--- src/rtl/alu_pkg.sv ---
// alu_pkg: shared constants for the multi-cycle Jac1-8 ALU
// Holds opcode encodings, status bit indices, FSM state encoding and default widths.
package alu_pkg;
    localparam int DATA_WIDTH      = 8;
    localparam int NUM_STATUS_BITS = 2;
    localparam int STAT_CARRY      = 0;
    localparam int STAT_ZERO       = 1;

    localparam logic [3:0] OP_ADD  = 4'd0;
    localparam logic [3:0] OP_ADC  = 4'd1;
    localparam logic [3:0] OP_SUB  = 4'd2;
    localparam logic [3:0] OP_SBC  = 4'd3;
    localparam logic [3:0] OP_AND  = 4'd4;
    localparam logic [3:0] OP_OR   = 4'd5;
    localparam logic [3:0] OP_XOR  = 4'd6;
    localparam logic [3:0] OP_NOT  = 4'd7;
    localparam logic [3:0] OP_SHL  = 4'd8;
    localparam logic [3:0] OP_SHR  = 4'd9;
    localparam logic [3:0] OP_ROL  = 4'd10;
    localparam logic [3:0] OP_ROR  = 4'd11;
    localparam logic [3:0] OP_MUL  = 4'd12;
    localparam logic [3:0] OP_MULH = 4'd13;
    localparam logic [3:0] OP_CMP  = 4'd14;
    localparam logic [3:0] OP_PASS = 4'd15;

    localparam logic [1:0] ST_IDLE = 2'd0;
    localparam logic [1:0] ST_EXEC = 2'd1;
    localparam logic [1:0] ST_MUL  = 2'd2;
    localparam logic [1:0] ST_DONE = 2'd3;

    function automatic logic is_mul(input logic [3:0] op);
        return op == OP_MUL || op == OP_MULH;
    endfunction
endpackage

--- src/rtl/alu_mul_serial.sv ---
// alu_mul_serial: unsigned shift-add multiplier, one multiplier bit per clock
// Ports: clk, res_n (async active-low); load captures a/b and restarts;
// product is the running accumulator, valid once ready is high.
module alu_mul_serial
    import alu_pkg::*;
#(
    parameter int DataWidth = DATA_WIDTH
) (
    input  logic                     clk,
    input  logic                     res_n,
    input  logic                     load,
    input  logic [DataWidth-1:0]     a,
    input  logic [DataWidth-1:0]     b,
    output logic [2*DataWidth-1:0]   product,
    output logic                     ready
);
    localparam int CW = $clog2(DataWidth + 1);

    logic [2*DataWidth-1:0] mcand;
    logic [DataWidth-1:0]   mplier;
    logic [CW-1:0]          cnt;

    assign ready = cnt == '0;

    always_ff @(posedge clk or negedge res_n) begin
        if (!res_n) begin
            product <= '0;
            mcand   <= '0;
            mplier  <= '0;
            cnt     <= '0;
        end else if (load) begin
            product <= '0;
            mcand   <= {{DataWidth{1'b0}}, a};
            mplier  <= b;
            cnt     <= CW'(DataWidth);
        end else if (!ready) begin
            product <= mplier[0] ? product + mcand : product;
            mcand   <= mcand << 1;
            mplier  <= mplier >> 1;
            cnt     <= cnt - 1'b1;
        end
    end
endmodule

--- src/rtl/alu_seq.sv ---
// alu_seq: multi-cycle 8-bit ALU with start/busy/done handshake
// Inputs: clk, res_n (async active-low), start/op/a/b/carry_in sampled in IDLE.
// Outputs: busy, done pulse, result + result_wr_en, alu_status {zero,carry} + stat_wr_en.
module alu_seq
    import alu_pkg::*;
#(
    parameter int DataWidth     = DATA_WIDTH,
    parameter int NumStatusBits = NUM_STATUS_BITS
) (
    input  logic                     clk,
    input  logic                     res_n,
    input  logic                     start,
    input  logic [3:0]               op,
    input  logic [DataWidth-1:0]     a,
    input  logic [DataWidth-1:0]     b,
    input  logic                     carry_in,
    output logic                     busy,
    output logic                     done,
    output logic [DataWidth-1:0]     result,
    output logic                     result_wr_en,
    output logic [NumStatusBits-1:0] alu_status,
    output logic                     stat_wr_en
);
    logic [1:0]                 state;
    logic [3:0]                 op_q;
    logic [DataWidth-1:0]       a_q, b_q;
    logic                       c_q;
    logic [2*DataWidth-1:0]     prod;
    logic                       mul_ready;
    logic                       accept;
    logic [DataWidth:0]         add_s, sub_s;
    logic [DataWidth-1:0]       res_v;
    logic                       carry_v;
    logic [NumStatusBits-1:0]   stat_v;

    // busy stays high through the done cycle, which is what blocks a start there
    assign accept = state == ST_IDLE && start && !busy;

    alu_mul_serial #(.DataWidth(DataWidth)) u_mul (
        .clk     (clk),
        .res_n   (res_n),
        .load    (accept && is_mul(op)),
        .a       (a),
        .b       (b),
        .product (prod),
        .ready   (mul_ready)
    );

    // the MSB of a (DataWidth+1)-bit difference is the borrow
    assign add_s = {1'b0, a_q} + {1'b0, b_q} + {{DataWidth{1'b0}}, op_q == OP_ADC && c_q};
    assign sub_s = {1'b0, a_q} - {1'b0, b_q} - {{DataWidth{1'b0}}, op_q == OP_SBC && c_q};

    always_comb begin
        res_v   = a_q;
        carry_v = 1'b0;
        case (op_q)
            OP_ADD, OP_ADC:         {carry_v, res_v} = add_s;
            OP_SUB, OP_SBC, OP_CMP: {carry_v, res_v} = sub_s;
            OP_AND:                 res_v = a_q & b_q;
            OP_OR:                  res_v = a_q | b_q;
            OP_XOR:                 res_v = a_q ^ b_q;
            OP_NOT:                 res_v = ~a_q;
            OP_SHL:                 {carry_v, res_v} = {a_q, 1'b0};
            OP_SHR:                 {res_v, carry_v} = {1'b0, a_q};
            OP_ROL:                 {carry_v, res_v} = {a_q, c_q};
            OP_ROR:                 {res_v, carry_v} = {c_q, a_q};
            OP_MUL:                 {carry_v, res_v} = {|prod[2*DataWidth-1:DataWidth], prod[DataWidth-1:0]};
            OP_MULH:                res_v = prod[2*DataWidth-1:DataWidth];
            default:                res_v = a_q;
        endcase
        stat_v             = '0;
        stat_v[STAT_CARRY] = carry_v;
        stat_v[STAT_ZERO]  = is_mul(op_q) ? prod == '0 : res_v == '0;
    end

    always_ff @(posedge clk or negedge res_n) begin
        if (!res_n) begin
            state        <= ST_IDLE;
            op_q         <= '0;
            a_q          <= '0;
            b_q          <= '0;
            c_q          <= 1'b0;
            busy         <= 1'b0;
            done         <= 1'b0;
            result       <= '0;
            result_wr_en <= 1'b0;
            alu_status   <= '0;
            stat_wr_en   <= 1'b0;
        end else begin
            done         <= 1'b0;
            result_wr_en <= 1'b0;
            stat_wr_en   <= 1'b0;
            case (state)
                ST_IDLE: begin
                    if (done) busy <= 1'b0;
                    if (accept) begin
                        op_q  <= op;
                        a_q   <= a;
                        b_q   <= b;
                        c_q   <= carry_in;
                        busy  <= 1'b1;
                        state <= is_mul(op) ? ST_MUL : ST_EXEC;
                    end
                end
                ST_EXEC: state <= ST_DONE;
                ST_MUL:  state <= mul_ready ? ST_DONE : ST_MUL;
                default: begin
                    done         <= 1'b1;
                    result_wr_en <= op_q != OP_CMP;
                    stat_wr_en   <= op_q != OP_PASS;
                    if (op_q != OP_CMP) result <= res_v;
                    if (op_q != OP_PASS) alu_status <= stat_v;
                    state <= ST_IDLE;
                end
            endcase
        end
    end
endmodule

--- config.mk ---
export PLATFORM = sky130hd
export DESIGN_NAME = alu_seq
export DESIGN_NICKNAME = d
export VERILOG_FILES = /design/src/rtl/alu_pkg.sv /design/src/rtl/alu_mul_serial.sv /design/src/rtl/alu_seq.sv
export SDC_FILE = /design/constraint.sdc
export NUM_CORES = 1
export LEC_CHECK = 0
export ABC_CLOCK_PERIOD_IN_PS = 9800
export CAP_MARGIN = 25
export CORE_MARGIN = 2
export CORE_UTILIZATION = 42
export CTS_CLUSTER_SIZE = 12
export DETAILED_ROUTE_END_ITERATION = 12
export MAX_ROUTING_LAYER = met4
export SLEW_MARGIN = 40
export SYNTH_ARGS = -nofsm -noshare
export SYNTH_HDL_FRONTEND = slang
export SYNTH_SLANG_ARGS = --single-unit
--- constraint.sdc ---
create_clock -name clk -period 9.8 [get_ports clk]
set_input_delay 1.47 -clock clk [delete_from_list [all_inputs] [get_ports clk]]
set_output_delay 1.47 -clock clk [all_outputs]
set_load 0.02 [all_outputs]
==> flow_summary.ini, run 1 <==
[run_status]
run_status = finished clean

[yosys]
post_synth_instance_area_um2 = 5806
yosys.cell_types.count = 70
synth-edff-count = 0
ys_dominant_reg_cell = dfrtp_1
yosysSeqAreaShare_pct = 34.91
synthesis.instances = 663
synth_nets = 743
ys_ff_latch = 81
avgSynthCellArea_um2 = 8.757
postSynth.asyncResetShare_pct = 100.0
ys_warn_count = 0

[detailed_routing]
drt_first_pass_iters = 7
route.vias.total = 5102
vias_per_cell = 5.878
initial_drc_count = 399
final_routed_wirelength_um = 16480
final_antenna_net_count = 0
route.detailed.drc = 0
wire_per_inst_um = 18.98

[floorplan]
die_area_um2 = 14780
pin_count = 38
die_w_um = 121.6
die-height_um = 121.6
initial_core_util_pct = 43.49
placement_rows = 42
core_area_um2 = 13350

[worst_setup_path]
cp-end-kind = flop
path_common_cell = fa_1
critPathArrivalTime_ns = 4.27
type_of_element_launching_the_critical_path = flop
rrSetupSlack_ns = 5.78
critical_path.startpoint = op_q[0]
crit_path_cell_trace = buf_4, inv_1, or4_1, fa_1, fa_1, o21ai_0, a211oi_1, xor2_1, a221oi_1, a31oi_1, o21bai_1, o31ai_2
data_required_time_at_the_worst_endpoint_ns = 10.06
worstSetupPathType = flop to flop
longest_individual_stage_delay_on_the_worst_path_ns = 0.57
worst-path-max-fanout = 30
launch_instance_of_the_worst_register_to_register_path = op_q[0]
rr_worst_depth = 12
critical-path-slowest-cell = or4_1
regToRegEndpoint = alu_status[1]
crit_path_end = alu_status[1]

[sta]
finalWorstPathRequiredPeriod_ns = 4.015
fin_setup_tns_ns = 0
achievable-frequency_ghz = 0.2491
post-route-period-util_pct = 40.97
grt_setup_unrepaired = no
finalHoldViolations = 0
timing_max_transition_violations_final = 0
setup_violations = 0
tightest_slew_ns = 0.8578
worst_clock_skew_ns = 0.006582
timing.max_slew.rel_slack_pct = 42.82

[global_route]
grtUsageTotal_pct = 24.55
grt_max_degree = 60
number_of_antenna_violations_at_the_first_check_in_global_routing = 1
grt_remaining_overflow = 0
grt_pass1_wl_um = 27230
first_global_vias = 4990

[clock_network]
clk_transition_reported_paths_ns = 0.06
cts-htree-levels = 3
ctsResizeCount = 0
postCtsSetupBuffers = 0
cts_hold_repair.buffers = 0
tritoncts = done
clk_latency_ns = 0.35
cts_made_buffers = 9
clk_path_buf_depth = 2
cts_sinks = 81
cts.root.buffer_cell = clkbuf_16

[hold_path]
timing.hold.worst.start = result[1]
timing.hold.worst.class = flop to flop

[pwr]
pd_cells_nw_per_um2 = 102.6
cellLeakagePower_nw = 2.886
worst_supply_voltage_drop_on_vdd_mv = 0.07473
power_w = 0.0006777

[final_layout]
n_antenna_cell = 0
syn_to_final_growth_pct = 13.81
layout_commonest_cell = nand2_1
nNetsFinal = 767
finish.cell_count_without_fillers = 868
drive_above_1_share_pct = 9.104
most-common-layout-cells = 93 x nand2_1, 81 x dfrtp_1, 51 x ha_1

[placement]
place_inst = 852
dp_hpwl_um = 12340
place.port_buffers = 37
globalplace.congestion = 0.9661

[run]
max-cap-violations = 0
## how the worst min path moves through the flow
stage	endpoint	slack, ns	cells after the start
after floorplan	u_mul.mplier[7]	0.47	2
after global placement	result[0]	0.47	2
after detailed placement	result[1]	0.47	2
after CTS	result[1]	0.49	2
after global routing	result[1]	0.53	2
final	result[1]	0.48	2
## worst max-delay path, delay by kind of cell, from the launching register on
| kind | cells | cell delay (ns) |
|---|---|---|
| AOI/OAI and AO/OA | 6 | 1.45 |
| and+or+nand+nor | 1 | 0.57 |
| buffers and inverters | 2 | 0.53 |
| adders and majority gates | 2 | 0.85 |
| DFF | 1 | 0.32 |
| xor gates and xnor gates | 1 | 0.18 |
## cells in the mapped netlist, types with 3 or more instances
cell type / number / share of area [%]
a221oi_1: 5 / 0.75
nand2b_1: 6 / 0.65
nor2_1: 50 / 3.2
o22ai_1: 3 / 0.32
nand3_1: 15 / 1.3
dfrtp_1: 81 / 35
a211oi_1: 5 / 0.65
a32oi_1: 4 / 0.60
xor2_1: 6 / 0.91
mux2_2: 28 / 5.4
buf_2: 9 / 0.78
fa_1: 5 / 1.7
nor3_1: 19 / 1.6
or2_2: 3 / 0.32
mux2i_1: 6 / 1.0
xnor2_1: 8 / 1.2
a31oi_1: 21 / 2.3
o21ai_0: 34 / 2.9
or3_1: 8 / 0.86
clkbuf_1: 20 / 1.3
a22o_1: 6 / 0.91
a21oi_1: 38 / 3.3
nor2b_1: 11 / 1.2
o31ai_1: 6 / 0.78
and2_1: 4 / 0.43
o21a_1: 6 / 0.78
nand2_1: 94 / 6.1
o211ai_1: 3 / 0.39
inv_1: 41 / 2.7
ha_1: 51 / 11
nor4_1: 5 / 0.54
a21o_1: 6 / 0.78
nand4_1: 4 / 0.43
o31a_1: 3 / 0.45
## report_power, final
group / internal, W / leakage, nW / total [W] / switching, W
logic: 0.00000859 / 1.69 / 0.0000191 / 0.0000105
clock network: 0.000180 / 0.133 / 0.000324 / 0.000144
registers: 0.000334 / 1.06 / 0.000334 / 0
## per-layer routing
metal	track usage, %	vias to the layer above	part of all wire [%]
li1	-	2424	-
met1	34.06	2466	46
met2	36.62	183	45
met3	4.588	29	6.7
met4	7.615	0	2.0
met5	-	-	0
## sequential cells by signal (all words and copies together) (netlist names), 2 cells and up
register / cells
a_q: 8
alu_status: 2
b_q: 8
op_q: 4
result: 8
state: 2
u_mul.cnt: 4
u_mul.mcand: 16
u_mul.mplier: 8
u_mul.product: 16
## kinds of logic (layout without fill, tap and decap cells)
family | Yosys count | after routing | share of synthesized area, %
adders and majority gates | 56 | 56 | 12.72
and+or+nand+nor | 231 | 231 | 18.23
DFF | 81 | 81 | 34.91
muxes | 37 | 37 | 7.500
buffers and inverters | 74 | 103 | 5.108
xor gates and xnor gates | 14 | 14 | 2.112
AOI/OAI and AO/OA | 170 | 170 | 19.42
## metrics by stage
| step | hold WS [ns] | instance area [µm²] | utilization [%] | worst slack [ns] |
|---|---|---|---|---|
| after CTS | 0.4864 | 6604 | 49.48 | 5.827 |
| final | 0.4774 | 6608 | 49.50 | 5.785 |
| after global routing | 0.5288 | 6608 | 49.50 | 5.597 |
| after floorplan | 0.4664 | 5806 | - | 6.128 |
| after detailed placement | 0.4722 | 6324 | 47.38 | 5.865 |
| after global placement | 0.4678 | 6320 | 47.35 | 5.892 |
## cell type report
class / count / area [µm²]
clock buffer: 11 / 242.7
fill: 1311 / 6740
sequential: 81 / 2027
timing repair buffer: 45 / 431.7
multi-input combinational: 508 / 3491
inverter: 42 / 157.7
tap: 176 / 220.2
clock inverter: 5 / 37.54
Power figures use the tool's default switching activity.
==> run 2: changes to the inputs <==
--- a/config.mk
+++ b/config.mk
@@ -5,7 +5,7 @@
 export SDC_FILE = /design/constraint.sdc
 export NUM_CORES = 1
 export LEC_CHECK = 0
-export ABC_CLOCK_PERIOD_IN_PS = 9800
+export ABC_CLOCK_PERIOD_IN_PS = 3300
 export CAP_MARGIN = 25
 export CORE_MARGIN = 2
 export CORE_UTILIZATION = 42
==> constraint.sdc (replaced) <==
create_clock -name clk -period 3.3 [get_ports clk]
set_input_delay 0.495 -clock clk [delete_from_list [all_inputs] [get_ports clk]]
set_output_delay 0.495 -clock clk [all_outputs]
set_load 0.02 [all_outputs]
==> run 2 against run 1 <==
  * The flow now finishes with violations (negative setup slack)
  * Clock skew is 0.00098 ns higher
  * Via count increased by 2.0%
  * Combinational power rose to 2.9 times the previous value
  * Global-route usage is 0.36 points higher
  * Worst hold slack worse by 0.32 ns
  * Cell count up 3.0%
  * Largest power group is now the clock network
==> flow_summary.ini, run 2 (synthesized netlist as in run 1, its figures left out) <==
[detailed_routing]
wire_per_inst_um = 19.06
initial_drc_count = 322
route.vias.total = 5204
route.detailed.drc = 0
drt_first_pass_iters = 5
final_antenna_net_count = 0
final_routed_wirelength_um = 17040
vias_per_cell = 5.821

[clock_network]
cts.root.buffer_cell = clkbuf_16
clk_path_buf_depth = 2
cts_sinks = 81
cts-htree-levels = 3
clk_transition_reported_paths_ns = 0.06
cts_hold_repair.buffers = 0
tritoncts = done
clk_latency_ns = 0.35
cts_made_buffers = 9

[sta]
achievable-frequency_ghz = 0.2975
grt_setup_unrepaired = yes
worst_clock_skew_ns = 0.007567
setup_violations = 2
finalHoldViolations = 0
timing.max_slew.rel_slack_pct = 49.43
post-route-period-util_pct = 101.9
finalWorstPathRequiredPeriod_ns = 3.362
timing_max_transition_violations_final = 0
tightest_slew_ns = 0.7571
worst_slack_ns = -0.06173

[run_status]
failed_checks = negative setup slack
run_status = complete, but fails checks

[floorplan]
core_area_um2 = 13350
initial_core_util_pct = 43.49
die_w_um = 121.6
pin_count = 38
die-height_um = 121.6
placement_rows = 42
die_area_um2 = 14780

[final_layout]
fin_util_pct = 51.74
layout_commonest_cell = nand2_1
most-common-layout-cells = 94 x nand2_1, 79 x dfrtp_1, 50 x nor2_1
n_antenna_cell = 0
largest_registers = u_mul.mcand (16), u_mul.product (16)
drive_above_1_share_pct = 14.21
nNetsFinal = 793
syn_to_final_growth_pct = 18.97

[hold_path]
timing.hold.worst.class = input pin to async pin

[placement]
dp_hpwl_um = 12880
globalplace.congestion = 0.9487
post-place-ws_ns = -0.03713
place.port_buffers = 37

[run]
max-cap-violations = 0

[global_route]
grt_pass1_wl_um = 27650
first_global_vias = 5090
grtUsageTotal_pct = 24.91
grt_max_degree = 82
grt_remaining_overflow = 0
number_of_antenna_violations_at_the_first_check_in_global_routing = 0

[pwr]
cellLeakagePower_nw = 3.036
worst_supply_voltage_drop_on_vdd_mv = 0.3026
pd_cells_nw_per_um2 = 298.9

[worst_setup_path]
crit_path_end = result[7]
critical_path.startpoint = op_q[2]
rrSetupSlack_ns = -0.06
type_of_element_launching_the_critical_path = flop
launch_instance_of_the_worst_register_to_register_path = op_q[2]
critPathArrivalTime_ns = 3.59
regToRegEndpoint = result[7]
worst-path-max-fanout = 2
worstSetupPathType = flop to flop
cp-end-kind = flop
rr_worst_depth = 11
data_required_time_at_the_worst_endpoint_ns = 3.53
run 2: changes by cell type in the layout (fill, tap and decap cells not counted), sizes merged:
cell,previous run,this run
buf,9,34
bufinv,0,1
clkbuf,11,13
clkinvlp,2,1
inv,43,42
run 2: how the worst min path moves through the flow:
stage               startpoint             end  slack [ns]  depth (start not counted)
finish                   res_n    u_mul.cnt[1]        0.16                          1
global route             res_n  u_mul.mcand[5]        0.24                          1
CTS                      res_n    u_mul.cnt[1]        0.23                          1
global placement     result[1]       result[1]        0.47                          2
floorplan                res_n          a_q[0]        0.20                          0
detailed placement   result[0]       result[0]        0.48                          2
run 2: area by class of cell:
type                       count  area [µm²]
clock buffer                  12       246.5
clock inverter                 4       51.30
fill                        1303        6441
inverter                      42       157.7
multi-input combinational    508        3572
sequential                    81        2029
tap                          176       220.2
timing repair buffer          71       629.4
run 2: through the flow:
stage                     instances  TNS [ns]  area, µm²  hold slack (ns)  power (W)
after floorplan                 663   -0.1552       5864           0.1994   0.001013
after detailed placement        877  -0.07082       6554           0.4773   0.001069
after CTS                       893  -0.02648       6868           0.2277   0.002088
after global routing            894   -0.4112       6907           0.2447   0.002131
after global placement          877         0       6544           0.4665   0.001068
final                           894  -0.07929       6907           0.1586   0.002064
run 2: critical path, stage by stage, from the launching register on:
cell      delay [ns]
dfrtp_1         0.38
nand2b_4        0.15
or4_4           0.49
fa_2            0.60
ha_4            0.15
o21ai_4         0.07
a311oi_2        0.36
a21oi_1         0.14
mux2i_1         0.13
and2_1          0.15
o32a_1          0.37
mux2_2          0.27
run 2: timing repair:
action	4_1_cts	5_1_grt
gates resized for setup	5	6
pin swaps	1	5
buffers inserted	0	1
setup endpoints to repair	2	2
run 2: metal layers:
layer  track usage [%]  vias to the layer above  share of wire (%)
met1             34.37                     2540                 47
met4             9.195                        0                2.4
met2             37.85                      151                 46
met3             2.996                       28                5.1
li1                  -                     2485                  -
met5                 -                        -                  0
run 2: power by group:
group / switching [W] / internal, W / leakage, nW
combinational: 0.0000301 / 0.0000257 / 1.84
clock: 0.000407 / 0.000609 / 0.143
sequential: 0 / 0.000993 / 1.06
total: 0.000437 / 0.00163 / 3.04
